$ cat config.mk
export PLATFORM = sky130hd
export DESIGN_NAME = lsu_stage
export DESIGN_NICKNAME = d
export VERILOG_FILES = /design/src/rtl/lsu_stage.sv
export SDC_FILE = /design/constraint.sdc
export NUM_CORES = 1
export LEC_CHECK = 0
export ABC_AREA = 1
export CAP_MARGIN = 20
export CORE_MARGIN = 4
export CORE_UTILIZATION = 30
export CTS_BUF_LIST = sky130_fd_sc_hd__clkbuf_8 sky130_fd_sc_hd__clkbuf_16
export DETAILED_ROUTE_END_ITERATION = 12
export GPL_ROUTABILITY_DRIVEN = 0
export GPL_TIMING_DRIVEN = 0
export PLACE_DENSITY = 0.56
export REMOVE_ABC_BUFFERS = 1
export SLEW_MARGIN = 10
export SYNTH_ARGS = -nofsm -noshare
export SYNTH_HDL_FRONTEND = slang
export SYNTH_SLANG_ARGS = --single-unit
$ cat constraint.sdc
create_clock -name clk -period 4.7 [get_ports clk]
set_input_delay 1.41 -clock clk [delete_from_list [all_inputs] [get_ports clk]]
set_output_delay 1.41 -clock clk [all_outputs]
set_load 0.03 [all_outputs]
$ cat src/rtl/lsu_stage.sv
// lsu_stage: single-outstanding load/store stage between the ALU and memory.
// One operation at a time: IDLE -> REQ -> (WAIT) -> DONE -> IDLE.
// Optional build macro LSU_MISALIGN_CHECK_EN: misaligned accesses skip memory
// and complete immediately with out_misalign=1 and out_rdata=0.
module lsu_stage #(
  parameter int unsigned XLEN = 64
) (
  input  logic            clk,
  input  logic            rst,
  input  logic            in_valid,
  output logic            in_ready,
  input  logic [XLEN-1:0] addr,
  input  logic [XLEN-1:0] wdata,
  input  logic            is_load,
  input  logic            is_store,
  input  logic [1:0]      size,
  input  logic            load_unsigned,
  output logic            mem_req_valid,
  input  logic            mem_req_ready,
  output logic [XLEN-1:0] mem_req_addr,
  output logic            mem_req_wen,
  output logic [XLEN-1:0] mem_req_wdata,
  output logic [7:0]      mem_req_wmask,
  input  logic            mem_resp_valid,
  input  logic [XLEN-1:0] mem_resp_rdata,
  output logic            out_valid,
  input  logic            out_ready,
  output logic [XLEN-1:0] out_rdata,
  output logic            out_misalign
);

  typedef enum logic [1:0] {IDLE, REQ, WAIT, DONE} state_t;

  state_t state, stateNext;

  logic [XLEN-1:0] addrQ;
  logic [XLEN-1:0] wdataQ;
  logic [XLEN-1:0] rdataQ;
  logic [7:0]      wmaskQ;
  logic            isStoreQ;
  logic [1:0]      sizeQ;
  logic            unsignedQ;

  logic [7:0]      baseMask;
  logic [14:0]     maskWide;
  logic [XLEN-1:0] storeData;
  logic [XLEN-1:0] respShifted;
  logic [XLEN-1:0] loadData;
  logic            misalignHit;

`ifdef LSU_MISALIGN_CHECK_EN
  logic misalignQ;

  // An access is misaligned when addr is not a multiple of its byte size
  always_comb begin
    misalignHit = 1'b0;
    if (is_load || is_store) begin
      case (size)
        2'd0:    misalignHit = 1'b0;
        2'd1:    misalignHit = addr[0];
        2'd2:    misalignHit = |addr[1:0];
        default: misalignHit = |addr[2:0];
      endcase
    end
  end

  assign out_misalign = misalignQ;
`else
  assign misalignHit  = 1'b0;
  assign out_misalign = 1'b0;
`endif

  // Store byte lanes and data aligned to the doubleword; lanes past bit 7 drop
  always_comb begin
    case (size)
      2'd0:    baseMask = 8'h01;
      2'd1:    baseMask = 8'h03;
      2'd2:    baseMask = 8'h0F;
      default: baseMask = 8'hFF;
    endcase
    maskWide  = {7'b0, baseMask} << addr[2:0];
    storeData = wdata << {addr[2:0], 3'b000};
  end

  // Load extraction: align the addressed bytes down, then sign/zero-extend
  always_comb begin
    respShifted = mem_resp_rdata >> {addrQ[2:0], 3'b000};
    case (sizeQ)
      2'd0:    loadData = {{(XLEN-8){~unsignedQ & respShifted[7]}},   respShifted[7:0]};
      2'd1:    loadData = {{(XLEN-16){~unsignedQ & respShifted[15]}}, respShifted[15:0]};
      2'd2:    loadData = {{(XLEN-32){~unsignedQ & respShifted[31]}}, respShifted[31:0]};
      default: loadData = respShifted;
    endcase
  end

  // State register
  always_ff @(posedge clk) begin
    if (rst) state <= IDLE;
    else     state <= stateNext;
  end

  // Next-state logic
  always_comb begin
    stateNext = state;
    case (state)
      IDLE: begin
        if (in_valid) begin
          if (misalignHit)               stateNext = DONE;
          else if (is_store || is_load)  stateNext = REQ;
          else                           stateNext = DONE;
        end
      end
      REQ:     if (mem_req_ready)  stateNext = isStoreQ ? DONE : WAIT;
      WAIT:    if (mem_resp_valid) stateNext = DONE;
      default: if (out_ready)      stateNext = IDLE;
    endcase
  end

  // Operation latch at accept and load-result capture in WAIT
  always_ff @(posedge clk) begin
    if (rst) begin
      addrQ     <= '0;
      wdataQ    <= '0;
      wmaskQ    <= '0;
      rdataQ    <= '0;
      isStoreQ  <= 1'b0;
      sizeQ     <= '0;
      unsignedQ <= 1'b0;
`ifdef LSU_MISALIGN_CHECK_EN
      misalignQ <= 1'b0;
`endif
    end else begin
      case (state)
        IDLE: begin
          if (in_valid) begin
            addrQ     <= addr;
            sizeQ     <= size;
            unsignedQ <= load_unsigned;
            isStoreQ  <= is_store;
            wdataQ    <= is_store ? storeData : '0;
            wmaskQ    <= is_store ? maskWide[7:0] : '0;
            rdataQ    <= '0;
`ifdef LSU_MISALIGN_CHECK_EN
            misalignQ <= misalignHit;
`endif
          end
        end
        WAIT:    if (mem_resp_valid) rdataQ <= loadData;
        default: ;
      endcase
    end
  end

  assign in_ready      = (state == IDLE);
  assign mem_req_valid = (state == REQ);
  assign out_valid     = (state == DONE);
  assign mem_req_addr  = {addrQ[XLEN-1:3], 3'b000};
  assign mem_req_wen   = isStoreQ;
  assign mem_req_wdata = wdataQ;
  assign mem_req_wmask = wmaskQ;
  assign out_rdata     = rdataQ;

endmodule

==> metrics.md, run 1 <==
| Metric | Value |
|---|---|
| CTS clock-pin slew for the worst setup and hold paths | 0.06 ns |
| Final setup viols | 0 |
| Crit start category | input port |
| Final core occ | a little over two fifths |
| HPWL Detailed | 32700 µm |
| TNS Setup | 0 ns |
| Actual slew at the worst max-slew pin | 1.02 ns |
| Vias in the first global route | 12136 |
| Clk_lat worst skew | between 0.5 and 0.6 ns |
| Hold Path Stages | 2 |
| Fin. Hold Viols | 0 |
| Post-synth top flop | dfxtp_1 |
| Total vias in the final route | 12648 |
| R2R Setup Slk | roughly 1.7 ns |
| Crit path DAT | 3.96 ns |
| Die Wd | just over 200 µm |
| Pin count of the biggest net entering global routing | 83 |
| H-tree Lvls | 1 |
| # rows | 72 |
| MaxCap Viol Count | 0 |
| WL/cell | 17.7 µm |
| Number of library cell types mapped by synthesis | 40 |
| Root Buffer | clkbuf_16 |
| Synthesized cell area | 11900 µm² |
| CTS buffer count | 26 |
| Syn avg cell area | 6.61 µm² |
| DR DRC count | 0 |
| Worst slack, placed | 0.645 ns |
| DIE AREA | 42900 µm² |
| Status | completed |
| Crit path from | in_valid |
| Critical path fanouts, max | 36 |
| Longest Clk Path Bufs | 3 |
| CP required | roughly 5.2 ns |
| Rel. slew slack | 31.6% |
| FF-to-FF End | out_rdata[63] |
| First-pass GRT wire length | 70600 µm |
| GRT Util Overall | 20.1% |
| DIE HEIGHT | 207 µm |
| Layout cell share with drive strength beyond 1 | 7.33% |
| DR iter-0 viols | 745 |
| Post-cts resize count | 0 |
| Worst setup slack after layout | 1.21 ns |
| Worst Hold Class | flop to flop |
| Setup Skew | 0.00581 ns |
| I/O Buffers | 403 |
| Final ANT Viol Nets | 0 |
| Ys async rst share | 0% |
| Worst vdd ir | 284 µV |
| Clk sink count | 206 |
| Total grt overflow | 0 |
| Min cycle time layout | 3.49 ns |
| Pwr per Cell Area | ~490 nW/µm² |
| Post-synth EDFFs | 0 |
| 1st-pass router iterations | 5 |
| RSZ-0062 raised after global routing | false |
| Core footprint | 38900 µm² |
| CTS tree | built |
| Gate Count Post-Synth | 1799 |
| Setup Fix Bufs, Post-CTS | 0 |
| Fmax | roughly 0.29 GHz |
| Leak | 6.56 nW |
| Initial antenna violation count | 8 |
| Area growth, synth to finish | 39.9% |
| FF-to-FF Start | sizeQ[1] |
| Routed WL | 45700 µm |
| Nets | 2251 |
| DR vias/cell | between 4 and 5 |
| Final period util | 74.3% |
| Critical Setup Path Class | input port to flop |
| Slew Limit Fails | 0 |
| Sequential share of the synthesized area | 34.7% |
| CP Capture Type | flop |
| Cts hold-fix bufs | 0 |
| Starting Density | a little under a third |
| Yosys reg bits | 206 |
| CP Capture Point | mem_req_wdata[0] |
| Worst r2r path cells | 7 |
| Hold slack | 0.461 ns |
| Synth Warn # | 0 |
| IO Pins | 408 |
==> where the power goes <==
part           internal, mW  switching [mW]  total, mW  leakage [nW]
Sequential             2.04           0.198       2.24          1.68
Combinational          1.34            2.48       3.81          4.41
Clock                  1.33           0.794       2.12         0.462
Total                  4.71            3.47       8.17          6.56
==> critical path, stage by stage <==
cell and delay (ns):
clkdlybuf4s50_1 0.53, nand2_4 0.29, nor2_4 0.28, inv_2 0.09, nor2_4 0.56, buf_12 0.28
nand2_1 0.11, inv_2 0.12, nand2_1 0.12, a21oi_1 0.14
==> through the flow <==
| stage | power [mW] | instances | cell area [µm²] |
|---|---|---|---|
| after floorplan | 4.54 | 1597 | 10700 |
| after global placement | 6.01 | 2518 | 15400 |
| after detailed placement | 6.11 | 2533 | 15700 |
| after CTS | 8.28 | 2578 | 16600 |
| after global routing | 8.72 | 2580 | 16600 |
| final | 8.17 | 2582 | 16600 |
==> state kept, by name, summed over array words and instances, names as in the netlist <==
name and flops:
addrQ 64, mem_req_wdata 64, out_rdata 64, mem_req_wmask 8, sizeQ 2, state 2
mem_req_wen 1, unsignedQ 1
==> layer usage <==
| layer | vias up | global-route usage [%] | share of wire (%) |
|---|---|---|---|
| li1 | 6325 | - | - |
| met1 | 5787 | 24.5 | 41 |
| met2 | 453 | 32.9 | 46 |
| met3 | 73 | 8.46 | 11 |
| met4 | 10 | 5.13 | 2.6 |
| met5 | - | 0 | 0.15 |
==> worst min path at each step <==
stage	from	endpoint
floorplan	unsignedQ	unsignedQ
global placement	mem_req_wdata[31]	mem_req_wdata[31]
detailed placement	mem_req_wmask[5]	mem_req_wmask[5]
CTS	mem_req_wmask[5]	mem_req_wmask[5]
global route	out_rdata[0]	out_rdata[0]
finish	out_rdata[30]	out_rdata[30]
==> cell type report <==
class	instances	area [µm²]
Tap cell	518	648
Sequential cell	206	4130
Clock buffer	32	744
Timing Repair Buffer	419	4380
Clock inverter	13	163
Multi-Input combinational cell	1306	6250
Inverter	85	328
Fill cell	4128	22300
Antenna cell	3	7.51
==> synth_stat cells (3+ instances only) <==
cell	n	area [µm²]
a21oi_1	143	716
a21oi_2	31	272
a22oi_1	10	75.1
a31oi_1	4	25.0
a32oi_1	4	35.0
buf_1	7	26.3
buf_12	3	60.1
buf_2	37	185
buf_4	74	556
buf_6	12	135
clkbuf_1	72	270
dfxtp_1	206	4120
ha_1	4	50.1
inv_1	76	285
inv_2	6	22.5
mux2i_1	15	150
nand2_1	517	1940
nand2_2	4	25.0
nand3_1	121	606
nand4_1	3	18.8
nor2_1	177	664
o211ai_1	38	285
o21ai_0	142	711
o21ai_1	31	155
o21ai_2	31	272
o31ai_1	6	45.0
or2_0	4	25.0
or2_2	3	18.8
==> logic make-up (layout without fill, tap and decap cells) <==
group | count (synthesis) | after routing | share of synthesized area (%)
and+or+nand+nor | 838 | 838 | 28.5
AOI/OAI and AO/OA | 445 | 445 | 22.1
buffers and inverters | 290 | 549 | 13.1
DFF | 206 | 206 | 34.7
muxes | 15 | 15 | 1.26
adders and majority gates | 4 | 4 | 0.421
other | 1 | 7 | 0.0315
==> cells in the final DEF (no fill, tap or decap), types with 5 or more instances in the layout <==
cell type | Yosys | routed
clkdlybuf4s50_1 | 0 | 400
nand3_1 | 121 | 121
clkbuf_16 | 0 | 27
o21ai_1 | 31 | 31
o21ai_0 | 142 | 142
a21oi_2 | 31 | 31
o211ai_1 | 38 | 38
o21ai_2 | 31 | 31
dfxtp_1 | 206 | 203
o31ai_1 | 6 | 6
clkbuf_8 | 0 | 5
nand2_1 | 517 | 515
a22oi_1 | 10 | 10
mux2i_1 | 15 | 15
inv_2 | 6 | 8
inv_1 | 76 | 77
nor2_1 | 177 | 177
clkinv_2 | 0 | 5
a21oi_1 | 143 | 143
buf_12 | 3 | 11
buf_16 | 0 | 5
Note: power is estimated with default switching activity, not from simulation.
==> run 2: changes to the inputs <==
Clock period 4.7 ns to 3.6 ns, I/O delays scaled along.
==> results of run 2 <==
Same layout as run 1 (identical final DEF). Status: completed.
Main changes from that run: setup slack after placement 0.645 ns -> -0.125 ns; setup slack after layout 1.21 ns -> 0.439 ns; register-to-register setup slack 1.71 ns -> 0.61 ns; total power 8.17 mW -> 10.7 mW; worst IR drop on VDD 284 µV -> 371 µV
==> run 3: changes to the inputs <==
Settings changed: CORE_UTILIZATION 30 to 46, PLACE_DENSITY 0.56 to 0.8.
==> run 3 against run 2 <==
Fmax down 5.2%. Worst hold slack improved by 0.0023 ns. Register-to-register slack got worse by 0.20 ns. Global-route usage increased by 7.8 points. Sequential share of layout area increased by 0.69 points. Cell area fell by 2.7%. Power fell by 4.0%. Sequential power hardly changed. Setup slack worse by 0.17 ns. Sequential cell count did not move. Clock skew rose by 0.023 ns. Largest cell class unchanged. Largest power group unchanged.
==> metrics.md, run 3 (same netlist as run 1, synthesis figures left out) <==
| Metric | Value |
|---|---|
| Flop pwr share | 28.9% (+1.5 points) |
| Layout cell share with drive strength beyond 1 | 6.92% (-0.41 points) |
| I/O Buffers | 403 (unchanged) |
| Slowest-stage cell, CP | nor2_4 |
| DR DRC count | 0 (unchanged) |
| Crit-path most repeated cell | nor2_4 |
| Worst r2r path cells | 11 (+4) |
| CP required | 4.05 ns |
| Wl on met1 | 15800 µm (-15%) |
| Longest Clk Path Bufs | 3 (unchanged) |
| Critical path fanouts, max | 63 (+75%) |
| Critical Setup Path Class | input port to flop |
| CTS buffer count | 24 (-7.7%) |
| Hold Path Stages | 2 (unchanged) |
| Clk_lat worst skew | 0.53 ns (about the same) |
| Crit-path cells | clkdlybuf4s50_1 > nand2_4 > nor2_4 > inv_2 > nor2_4 > buf_12 > o21ai_0 > or2_0 > a21oi_1 |
| Routed WL | 42100 µm (-7.9%) |
| TNS Setup | 0 ns (unchanged) |
| DR vias/cell | 5.44 (+11%) |
| Final ANT Viol Nets | 0 (unchanged) |
| 1st-pass router iterations | 6 (+1) |
| Min cycle time layout | 3.33 ns |
| Clock share of power | 23.2% (-2.8 points) |
| Crit start category | input port |
| CTS clock-pin slew for the worst setup and hold paths | 0.06 ns (about the same) |
| Setup Skew | 0.0287 ns (+0.0228 ns) |
| Total grt overflow | 0 (unchanged) |
| IO Pins | 408 (unchanged) |
| Comb pwr share | 47.9% (+1.3 points) |
| Worst slack, placed | -0.261 ns |
| DR top layer | met5 |
| Commonest non-fill, non-tap cell in the layout | nand2_1 |
| RSZ-0062 raised after global routing | false |
| # rows | 58 (-19%) |
| Post-cts resize count | 0 (unchanged) |
| Switch share | 43.4% |
| Fill count | 2240 (-46%) |
| WL met3 | 4910 µm (+0.70%) |
| Final period util | approximately 90% |
| DIE AREA | 28500 µm² (-34%) |
| Clk sink count | 206 (unchanged) |
| Worst Hold Class | flop to flop |
| Area growth, synth to finish | 36.1% |
| Leak | 6.45 nW (-1.5%) |
| First-pass GRT wire length | 65500 µm (-7.2%) |
| Total vias in the final route | 12977 (+2.6%) |
| Worst setup slack after layout | 0.268 ns |
| Core footprint | 25300 µm² (-35%) |
| Cts hold-fix bufs | 0 (unchanged) |
| GRT Util Overall | 27.9% (+7.8 points) |
| Setup Fix Bufs, Post-CTS | 0 (unchanged) |
| Pwr per Cell Area | 633 nW/µm² |
| Actual slew at the worst max-slew pin | 1.02 ns (-0.00497 ns) |
| Slowest stage delay, CP | 0.58 ns (+0.02 ns) |
| Final core occ | 63.9% (+21 points) |
| Nets | 2246 (-0.22%) |
| Status | completed |
| Internal power | 5.80 mW |
| DIE HEIGHT | 169 µm (-18%) |
| Slew Limit Fails | 0 (unchanged) |
| Rel. slew slack | 31.9% (+0.33 points) |
| Worst vdd ir | 430 µV |
| H-tree Lvls | 1 (unchanged) |
| Starting Density | 47.0% (+16 points) |
| Most frequent cells in the layout | 515 x nand2_1, 400 x clkdlybuf4s50_1, 203 x dfxtp_1 |
| Met2 WL | 20100 µm (-4.4%) |
| Fmax | 0.300 GHz |
| HPWL Detailed | 29300 µm (-10%) |
| Pin count of the biggest net entering global routing | 87 (+4.8%) |
| Crit path DAT | ~3.8 ns |
| Die Wd | 169 µm (-18%) |
| CTS tree | built |
| Vias in the first global route | 12322 (+1.5%) |
| Root Buffer | clkbuf_16 |
| Initial antenna violation count | 3 (-5) |
| Hold slack | 0.463 ns (+0.00232 ns) |
| Final setup viols | 0 (unchanged) |
| MaxCap Viol Count | 0 (unchanged) |
| DR iter-0 viols | 1263 (+70%) |
| CP Capture Type | flop |
| WL/cell | 17.7 µm (-0.29%) |
| Fin. Hold Viols | 0 (unchanged) |
| Switching pwr | 4.45 mW |
## run 3: cell count changes in the layout (fill, tap and decap cells not counted), moves of 2 or more
cell	delta
clkinv_2	-4
diode_2	-2
bufinv_16	-4
clkbuf_16	-3
clkbuf_8	+4
buf_12	-2
## run 3: layout make-up
cell class | count | area [µm²] | share of cell area (%)
Multi-Input combinational cell | 1306 | 6240 | 38.5
Timing Repair Buffer | 416 | 4320 | 26.6
Sequential cell | 206 | 4130 | 25.5
Clock buffer | 33 | 724 | 4.47
Tap cell | 330 | 413 | 2.55
Inverter | 85 | 328 | 2.02
Clock inverter | 7 | 42.5 | 0.263
Antenna cell | 1 | 2.50 | 0.0155
## run 3: metal layers
layer  vias up  global-route usage, %
met1      5926                   33.3
met4         4                   7.97
met2       630                   47.6
met5         -                      0
met3        94                   9.79
li1       6323                      -
## run 3: power by group through the flow
| stage | logic (mW) | registers (mW) | clock network, mW |
|---|---|---|---|
| floorplan | 2.27 | 3.65 | 0 |
| global placement | 4.68 | 3.03 | 0 |
| detailed placement | 4.88 | 3.00 | 0 |
| CTS | 4.91 | 2.96 | 2.41 |
| global route | 5.34 | 3.01 | 2.50 |
| finish | 4.91 | 2.96 | 2.37 |
## run 3: worst max-delay path, delay by kind of cell
| kind | cells | cell delay [ns] |
|---|---|---|
| simple gates | 4 | 1.51 |
| buf+inv | 3 | 0.90 |
| compound gates | 2 | 0.24 |
## run 3: metrics by stage
stage	std cells	area, µm²	total power [mW]
after floorplan	1597	10700	5.92
after global placement	2330	15100	7.71
after detailed placement	2342	15400	7.89
after CTS	2382	16200	10.3
after global routing	2384	16200	10.9
final	2384	16200	10.2
## run 3: final timing paths
kind | endpoint | start | slack (ns)
max | mem_req_wdata[41] | in_valid | 0.27
min | out_rdata[3] | out_rdata[3] | 0.46
max reg2reg | out_rdata[63] | addrQ[0] | 0.41
min reg2reg | out_rdata[3] | out_rdata[3] | 0.46
